## src/rtl/ctrl_pkg.sv

```systemverilog
// Shared encodings for the multicycle RV32I control unit: FSM states, opcodes
// and the datapath mux / ALU select codes.
package ctrl_pkg;

  typedef enum logic [3:0] {
    S_IDLE     = 4'd0,
    S_FETCH    = 4'd1,
    S_DECODE   = 4'd2,
    S_MEMADR   = 4'd3,
    S_MEMREAD  = 4'd4,
    S_MEMWB    = 4'd5,
    S_MEMWRITE = 4'd6,
    S_EXECUTER = 4'd7,
    S_EXECUTEI = 4'd8,
    S_ALUWB    = 4'd9,
    S_BEQ      = 4'd10,
    S_HALT     = 4'd11,
    S_JAL      = 4'd12
  } state_t;

  localparam logic [6:0] OP_LW  = 7'b0000011;
  localparam logic [6:0] OP_SW  = 7'b0100011;
  localparam logic [6:0] OP_R   = 7'b0110011;
  localparam logic [6:0] OP_I   = 7'b0010011;
  localparam logic [6:0] OP_BEQ = 7'b1100011;
  localparam logic [6:0] OP_JAL = 7'b1101111;

  localparam logic [1:0] ALUOP_ADD   = 2'b00;
  localparam logic [1:0] ALUOP_SUB   = 2'b01;
  localparam logic [1:0] ALUOP_FUNCT = 2'b10;

  localparam logic [2:0] ALU_ADD = 3'b000;
  localparam logic [2:0] ALU_SUB = 3'b001;
  localparam logic [2:0] ALU_AND = 3'b010;
  localparam logic [2:0] ALU_OR  = 3'b011;
  localparam logic [2:0] ALU_SLT = 3'b101;

  localparam logic [1:0] RES_ALUOUT = 2'b00;
  localparam logic [1:0] RES_RDATA  = 2'b01;
  localparam logic [1:0] RES_ALURES = 2'b10;

  localparam logic [1:0] SRCA_PC    = 2'b00;
  localparam logic [1:0] SRCA_OLDPC = 2'b01;
  localparam logic [1:0] SRCA_RS1   = 2'b10;

  localparam logic [1:0] SRCB_RS2   = 2'b00;
  localparam logic [1:0] SRCB_IMM   = 2'b01;
  localparam logic [1:0] SRCB_FOUR  = 2'b10;

  localparam logic [1:0] IMM_I = 2'b00;
  localparam logic [1:0] IMM_S = 2'b01;
  localparam logic [1:0] IMM_B = 2'b10;
  localparam logic [1:0] IMM_J = 2'b11;

  function automatic logic [1:0] imm_src(input logic [6:0] op);
    case (op)
      OP_SW:   return IMM_S;
      OP_BEQ:  return IMM_B;
      OP_JAL:  return IMM_J;
      default: return IMM_I;
    endcase
  endfunction

endpackage

```

## src/rtl/alu_decoder.sv

```systemverilog
// ALU operation decode: aluOp plus funct fields to aluControl, flagging
// funct3 values this core does not implement.
module alu_decoder
  import ctrl_pkg::*;
(
  input  logic [1:0] alu_op,
  input  logic [2:0] funct3,
  input  logic       funct7b5,
  input  logic       op5,
  output logic [2:0] alu_control,
  output logic       bad_funct3
);

  always_comb begin
    alu_control = ALU_ADD;
    bad_funct3  = 1'b0;
    case (alu_op)
      ALUOP_SUB: alu_control = ALU_SUB;
      ALUOP_FUNCT: begin
        case (funct3)
          // sub only for R-type with funct7b5; addi ignores bit 30
          3'b000:  alu_control = (op5 & funct7b5) ? ALU_SUB : ALU_ADD;
          3'b010:  alu_control = ALU_SLT;
          3'b110:  alu_control = ALU_OR;
          3'b111:  alu_control = ALU_AND;
          default: bad_funct3  = 1'b1;
        endcase
      end
      default: alu_control = ALU_ADD;
    endcase
  end

endmodule

```

## src/rtl/multicycle_ctrl.sv

```systemverilog
// Moore control FSM for the multicycle RV32I core; outputs decode from the
// state register, illegal is a sticky flag cleared only by reset.
module multicycle_ctrl
  import ctrl_pkg::*;
#(
  parameter int RESET_TO_IDLE = 1
) (
  input  logic       clk,
  input  logic       rst_n,
  input  logic [6:0] op,
  input  logic [2:0] funct3,
  input  logic       funct7b5,
  input  logic       zero,
  output logic       pcWrite,
  output logic       adrSrc,
  output logic       memWrite,
  output logic       irWrite,
  output logic [1:0] resultSrc,
  output logic [1:0] aluSrcA,
  output logic [1:0] aluSrcB,
  output logic [1:0] immSrc,
  output logic       regWrite,
  output logic [2:0] aluControl,
  output logic       instrDone,
  output logic       illegal
);

  localparam state_t RST_STATE = (RESET_TO_IDLE != 0) ? S_IDLE : S_FETCH;

  state_t     state;
  logic       pc_update, branch, bad_funct3;
  logic [1:0] alu_op;

  alu_decoder u_alu_dec (
    .alu_op     (alu_op),
    .funct3     (funct3),
    .funct7b5   (funct7b5),
    .op5        (op[5]),
    .alu_control(aluControl),
    .bad_funct3 (bad_funct3)
  );

  always_ff @(posedge clk or negedge rst_n) begin
    if (!rst_n) begin
      state   <= RST_STATE;
      illegal <= 1'b0;
    end else begin
      case (state)
        S_IDLE:   state <= S_FETCH;
        S_FETCH:  state <= S_DECODE;
        S_DECODE: begin
          case (op)
            OP_LW, OP_SW: state <= S_MEMADR;
            OP_R:         state <= S_EXECUTER;
            OP_I:         state <= S_EXECUTEI;
            OP_BEQ:       state <= S_BEQ;
            OP_JAL:       state <= S_JAL;
            default: begin
              state   <= S_HALT;
              illegal <= 1'b1;
            end
          endcase
        end
        S_MEMADR:  state <= (op == OP_SW) ? S_MEMWRITE : S_MEMREAD;
        S_MEMREAD: state <= S_MEMWB;
        S_EXECUTER, S_EXECUTEI: begin
          if (bad_funct3) begin
            state   <= S_HALT;
            illegal <= 1'b1;
          end else begin
            state <= S_ALUWB;
          end
        end
        S_JAL:  state <= S_ALUWB;
        S_MEMWB, S_MEMWRITE, S_ALUWB, S_BEQ: state <= S_FETCH;
        default: state <= S_HALT;
      endcase
    end
  end

  always_comb begin
    pc_update = 1'b0;
    branch    = 1'b0;
    alu_op    = ALUOP_ADD;
    adrSrc    = 1'b0;
    memWrite  = 1'b0;
    irWrite   = 1'b0;
    resultSrc = RES_ALUOUT;
    aluSrcA   = SRCA_PC;
    aluSrcB   = SRCB_RS2;
    regWrite  = 1'b0;
    instrDone = 1'b0;
    case (state)
      S_FETCH: begin
        irWrite   = 1'b1;
        aluSrcB   = SRCB_FOUR;
        resultSrc = RES_ALURES;
        pc_update = 1'b1;
      end
      S_DECODE: begin
        aluSrcA = SRCA_OLDPC;
        aluSrcB = SRCB_IMM;
      end
      S_MEMADR: begin
        aluSrcA = SRCA_RS1;
        aluSrcB = SRCB_IMM;
      end
      S_MEMREAD: adrSrc = 1'b1;
      S_MEMWB: begin
        resultSrc = RES_RDATA;
        regWrite  = 1'b1;
        instrDone = 1'b1;
      end
      S_MEMWRITE: begin
        adrSrc    = 1'b1;
        memWrite  = 1'b1;
        instrDone = 1'b1;
      end
      S_EXECUTER: begin
        aluSrcA = SRCA_RS1;
        alu_op  = ALUOP_FUNCT;
      end
      S_EXECUTEI: begin
        aluSrcA = SRCA_RS1;
        aluSrcB = SRCB_IMM;
        alu_op  = ALUOP_FUNCT;
      end
      S_ALUWB: begin
        regWrite  = 1'b1;
        instrDone = 1'b1;
      end
      S_BEQ: begin
        aluSrcA   = SRCA_RS1;
        alu_op    = ALUOP_SUB;
        branch    = 1'b1;
        instrDone = 1'b1;
      end
      S_JAL: begin
        aluSrcA   = SRCA_OLDPC;
        aluSrcB   = SRCB_FOUR;
        pc_update = 1'b1;
      end
      default: ;
    endcase
    pcWrite = pc_update | (branch & zero);
    immSrc  = (state == S_IDLE || state == S_HALT) ? IMM_I : imm_src(op);
  end

endmodule

```

## config.mk

```make
export PLATFORM = sky130hd
export DESIGN_NAME = multicycle_ctrl
export DESIGN_NICKNAME = d
export VERILOG_FILES = /design/src/rtl/ctrl_pkg.sv /design/src/rtl/alu_decoder.sv /design/src/rtl/multicycle_ctrl.sv
export SDC_FILE = /design/constraint.sdc
export NUM_CORES = 1
export LEC_CHECK = 0
export BUFFER_PORTS_ARGS = -buffer_cell sky130_fd_sc_hd__buf_2
export CAP_MARGIN = 20
export CORE_MARGIN = 1
export CORE_UTILIZATION = 35
export CTS_BUF_LIST = sky130_fd_sc_hd__clkbuf_8
export CTS_CLUSTER_DIAMETER = 60
export DETAILED_ROUTE_END_ITERATION = 16
export GPL_ROUTABILITY_DRIVEN = 0
export PLACE_DENSITY = 0.72
export REMOVE_ABC_BUFFERS = 1
export SETUP_SLACK_MARGIN = 0.4
export SKIP_LAST_GASP = 1
export SLEW_MARGIN = 20
export SYNTH_ARGS = -nofsm -noshare
export SYNTH_HDL_FRONTEND = slang
export SYNTH_SLANG_ARGS = --single-unit
```

## constraint.sdc

```tcl
create_clock -name clk -period 3.85 [get_ports clk]
set_clock_uncertainty 0.1 [all_clocks]
set_input_delay 0.385 -clock clk [delete_from_list [all_inputs] [get_ports clk]]
set_output_delay 0.385 -clock clk [all_outputs]
set_load 0.1 [all_outputs]
```

Yosys cells after proc, flatten, opt, wreduce, memory -nomap -nowiden
Index checks and enable logic that the tools add are counted.
{"block": "totals", "word_cells": 72, "output_inout_bits": 18, "reg_bits": 5, "in_bits": 14}
{"block": "classes", "bitwise_logic": 3, "n_mux": 25, "n_reduce_logical": 17, "eq_ne": 25}
{"operator": "$pmux 4 s7", "count": 1}
{"operator": "$eq 4x4->1 const B", "count": 5}
{"operator": "$pmux 4 s5", "count": 1}
{"operator": "$eq 4x3->1 const B", "count": 4}
{"operator": "$pmux 2 s2", "count": 4}
{"operator": "$eq 7x6->1 const B", "count": 2}
{"operator": "$eq 7x7->1 const B", "count": 2}
{"operator": "$mux 1", "count": 12}
{"operator": "$pmux 3 s4", "count": 1}
{"operator": "$reduce_or 2->1", "count": 6}
{"operator": "$reduce_or 4->1", "count": 3}
{"operator": "$eq 4x2->1 const B", "count": 2}
{"operator": "$eq 7x2->1 const B", "count": 1}
{"operator": "$eq 7x5->1 const B", "count": 1}
{"operator": "$eq 3x3->1 const B", "count": 2}
{"operator": "$mux 2", "count": 3}
{"operator": "$pmux 2 s3", "count": 1}
{"operator": "$pmux 3 s2", "count": 1}
{"operator": "$reduce_or 6->1", "count": 1}
{"operator": "$reduce_or 5->1", "count": 1}
{"operator": "$eq 4x1->1 const B", "count": 1}
{"operator": "$logic_not 4->1", "count": 1}
{"operator": "$eq 3x2->1 const B", "count": 1}
{"operator": "$logic_not 3->1", "count": 1}
{"operator": "other kinds (11)", "count": 12}

Logic depth before layout (Yosys ltp)
{"block": "depth", "word_depth": 7, "depth_mapped": 8, "ltp_nobuf": 7}

Hierarchy
From an unflattened synthesis, not the netlist that was laid out.
{"block": "hier_totals", "hier_cells": 103, "hier_area_um2": 701.9}
{"module": "multicycle_ctrl", "seq_area_each_um2": 125.1, "instances": 1, "area_per_inst_um2": 589.3, "cells_each": 88}
{"module": "alu_decoder", "seq_area_each_um2": 0.0, "instances": 1, "area_per_inst_um2": 112.6, "cells_each": 15}

Worst setup path after synthesis
Ideal clock, no wire load.
{"block": "synth_timing", "kind": "register to output", "from": "register state[1]", "to": "output port immSrc[1]", "path_buffers": 1, "slack_ps": -712, "stages_incl_launch_ff": 6, "t_required_ps": 3365, "t_arrival_ps": 4077, "cell_sequence": "dfrtp_1 -> clkbuf_1 -> and2_1 -> a21oi_1 -> o21bai_1 -> nor4b_1"}
{"block": "synth_via", "elab_chain_len": 3, "elab_cells_between_ends": 4, "cone_classes": "eq/ne (1); mux (1); reduce/logical (2)"}
{"item": "start, declared", "line": "multicycle_ctrl.sv:30", "source": "state_t state;"}
{"item": "start signal, assigned", "line": "multicycle_ctrl.sv:64", "source": "S_MEMADR: state <= (op == OP_SW) ? S_MEMWRITE : S_MEMREAD;"}
{"item": "$eq 4x4->1 / $logic_not 4->1 (equally long branches)", "line": "multicycle_ctrl.sv:146", "source": "immSrc = (state == S_IDLE || state == S_HALT) ? IMM_I : imm_src(op);"}
{"item": "$logic_or 1x1->1 (*)", "line": "multicycle_ctrl.sv:146"}
{"item": "$mux 2 (*)", "line": "multicycle_ctrl.sv:146"}
{"item": "end, declared", "line": "multicycle_ctrl.sv:21", "source": "output logic [1:0] immSrc,"}
Every way passes the cells marked *; elsewhere a longest branch is shown, timed or not.

Worst setup path in the final report
{"block": "layout_timing", "from": "register state[3]", "to": "output port aluControl[1]"}
{"block": "layout_via", "elab_chain_len": 5, "elab_cells_between_ends": 8, "cone_classes": "eq/ne (5); mux (2); reduce/logical (1)"}
{"item": "$eq 4x4->1 / $eq 4x3->1 (equally long branches)", "line": "multicycle_ctrl.sv:93", "source": "case (state)"}
{"item": "$reduce_or 2->1 (no line)"}
{"item": "$pmux 2 s2 (*)", "line": "multicycle_ctrl.sv:93"}
{"item": "$eq 2x2->1 / $eq 2x1->1 (equally long branches)", "line": "alu_decoder.sv:17", "source": "case (alu_op)"}
{"item": "$pmux 3 s2 (*)", "line": "alu_decoder.sv:17"}
{"item": "end, declared", "line": "multicycle_ctrl.sv:23", "source": "output logic [2:0] aluControl,"}
Marked as above.

==> out/qor.txt <==
Hold WS: 0.392 ns
Initial Utilization: 38.1%
Hold Path Depth: 1
clock root cell: clkbuf_8
Top-Level Pins: 32
Crit Path Class: flop to output port
Final ANT Viol Nets: 0
WL per Instance: 11.9 um
crit end category: output port
crit start category: flop
Critical Path RT: 3.37 ns
total track usage: 17.7%
Hold-fix buffers, CTS: 1
PortBufs: 31
first-pass GRT wire length: 2.70 mm
yosys warns: 0
r2r startpoint: state[3]
area post-placement: 818 sq um
initial antenna violation count: 0
total CTS buffers: 3
TritonCTS sink count: 5
row cnt: 15
Yosys reg bits: 5
final-layout fill cell count: 195
setup ws final: 1.06 ns
max_slew headroom: 67.2%
final instance area: 873 sq um
layout cells sized above 1: 29.3%
H-tree levels: 1
GRT overflow: 0
Syn-to-layout area delta: 31.2%
number of global-route vias before repair: 662
WHS Endpoint: illegal
cell taking the most area after synthesis: dfrtp_1
CORE AREA: 0.00175 sq mm
largest net degree at the start of global routing: 16
hold path start: illegal
synthesized area: 666 sq um
DR iter-0 viols: 26
Post-Place Worst Slack: 1.30 ns
RSZ-0062 raised after global routing: false
Period minus WS final: 2.79 ns
drt first pass iters: 4
Post-Synthesis Cells: 93
Post-synth EDFFs: 0
FF-to-FF path depth: 6
fin util: 50.0%
fmax: 359 MHz
Primary FF master, synth: dfrtp_1
clk_lat worst skew: 0.22 ns
final-report setup violation count: 0
max-cap viol count: 0
worst slew pin tran: 0.495 ns
total number of vias: 792
post-CTS resize count: 0
die width: 45.6 um
CTS tree: yes
total die area: 0.00208 sq mm
Setup Buffers After CTS: 0
commonest cells in the netlist: 13 x nor2_1, 6 x a21oi_1, 6 x nand2_1, 6 x nand2b_1
most frequent cell after synthesis: nor2_1
DRC viols: 0
# nets final: 140
Die Ht: 45.6 um
Reg2Reg Setup Slack: 1.70 ns
post-synth top area share: 18.8%
unique cell type count in the Yosys netlist: 41
hold crit path type: flop to flop
Final Hold Vio Count: 0
top post-synthesis cells by area: dfrtp_1 19%, nor2_1 7.3%, nand2b_1 5.6%
Critical Path AT: 2.30 ns
status: completed
clock slew seen by the registers of the worst setup and hold paths: 0.04 ns
vias per cell: 5.35
CP Max Fanout: 14
r2r endpoint: state[1]
final wirelength: 1.76 mm
sequential fraction of the synthesis area: 18.8%
n_diodes: 0
Final period util: 72.4%
post-DP HPWL: 1.43 mm
Final Max Tran Viols: 0
async set or reset register ratio after synthesis: 100%
synthesized area per cell: 7.16 sq um
Max clock buf depth: 2
[critical path, cell delays in order (launching register included)]
cell and delay, ns:
dfrtp_1 0.58, nand2b_1 0.22, o22ai_1 0.29, inv_1 0.08
ha_1 0.29, nor3_1 0.16, buf_2 0.45
[metrics by stage]
step	cells	setup TNS, ns
floorplan	87	-0.672
global placement	143	0
detailed placement	143	0
CTS	148	0
global route	148	0
finish	148	0
[cell usage in the layout, fill, tap and decap left out, drive strengths merged, types with 3 or more instances in the layout]
master  instances
nand2           6
nand3           4
a21oi           6
clkbuf          3
o21ai           3
buf            31
nor2           13
dfrtp           5
o22ai           3
inv             6
nand3b          4
nand2b          6
nor3            3
[registers in the layout, summed over array words and instances, names as in the netlist]
name / count
state: 4
illegal: 1
[logic make-up (layout without fill, tap and decap cells)]
logic type	count (synthesis)	after routing	synth area share, %
AO/OA/AOI/OAI	27	27	28.8
buffers and inverters	11	41	7.89
flip-flops	5	5	18.8
adder cells (fa/ha/maj)	2	2	3.76
AND/OR/NAND/NOR	46	46	38.0
multiplexers	1	1	1.50
XOR/XNOR	1	1	1.32
[cell type report]
cell class,count,area [sq um],area share [%]
clock buffers,3,41.3,4.73
well taps,25,31.3,3.58
inverters,5,18.8,2.15
multi-input cells,77,488,55.9
flip-flops and latches,5,125,14.3
repair buffers,32,165,18.9
clock inverters,1,3.75,0.430
[layer usage]
metal	share of wire [%]	track usage (%)
met5	0	0
met4	0	0
met3	6.7	2.78
met2	51	34.3
met1	42	21.4
[how the worst max path moves through the flow]
stage	startpoint	endpoint	slack [ns]	cells past startpoint
final	state[3]	aluControl[1]	1.06	6
after global routing	state[3]	aluControl[1]	0.89	6
after CTS	state[0]	aluControl[1]	1.06	6
after detailed placement	state[0]	aluControl[1]	1.30	6
after global placement	state[0]	aluControl[1]	1.34	6
after floorplan	state[0]	immSrc[1]	-0.63	4
Power is left out: the tool's default activity adds up to more than one toggle a clock period on the data nets, which glitch-free logic cannot reach.
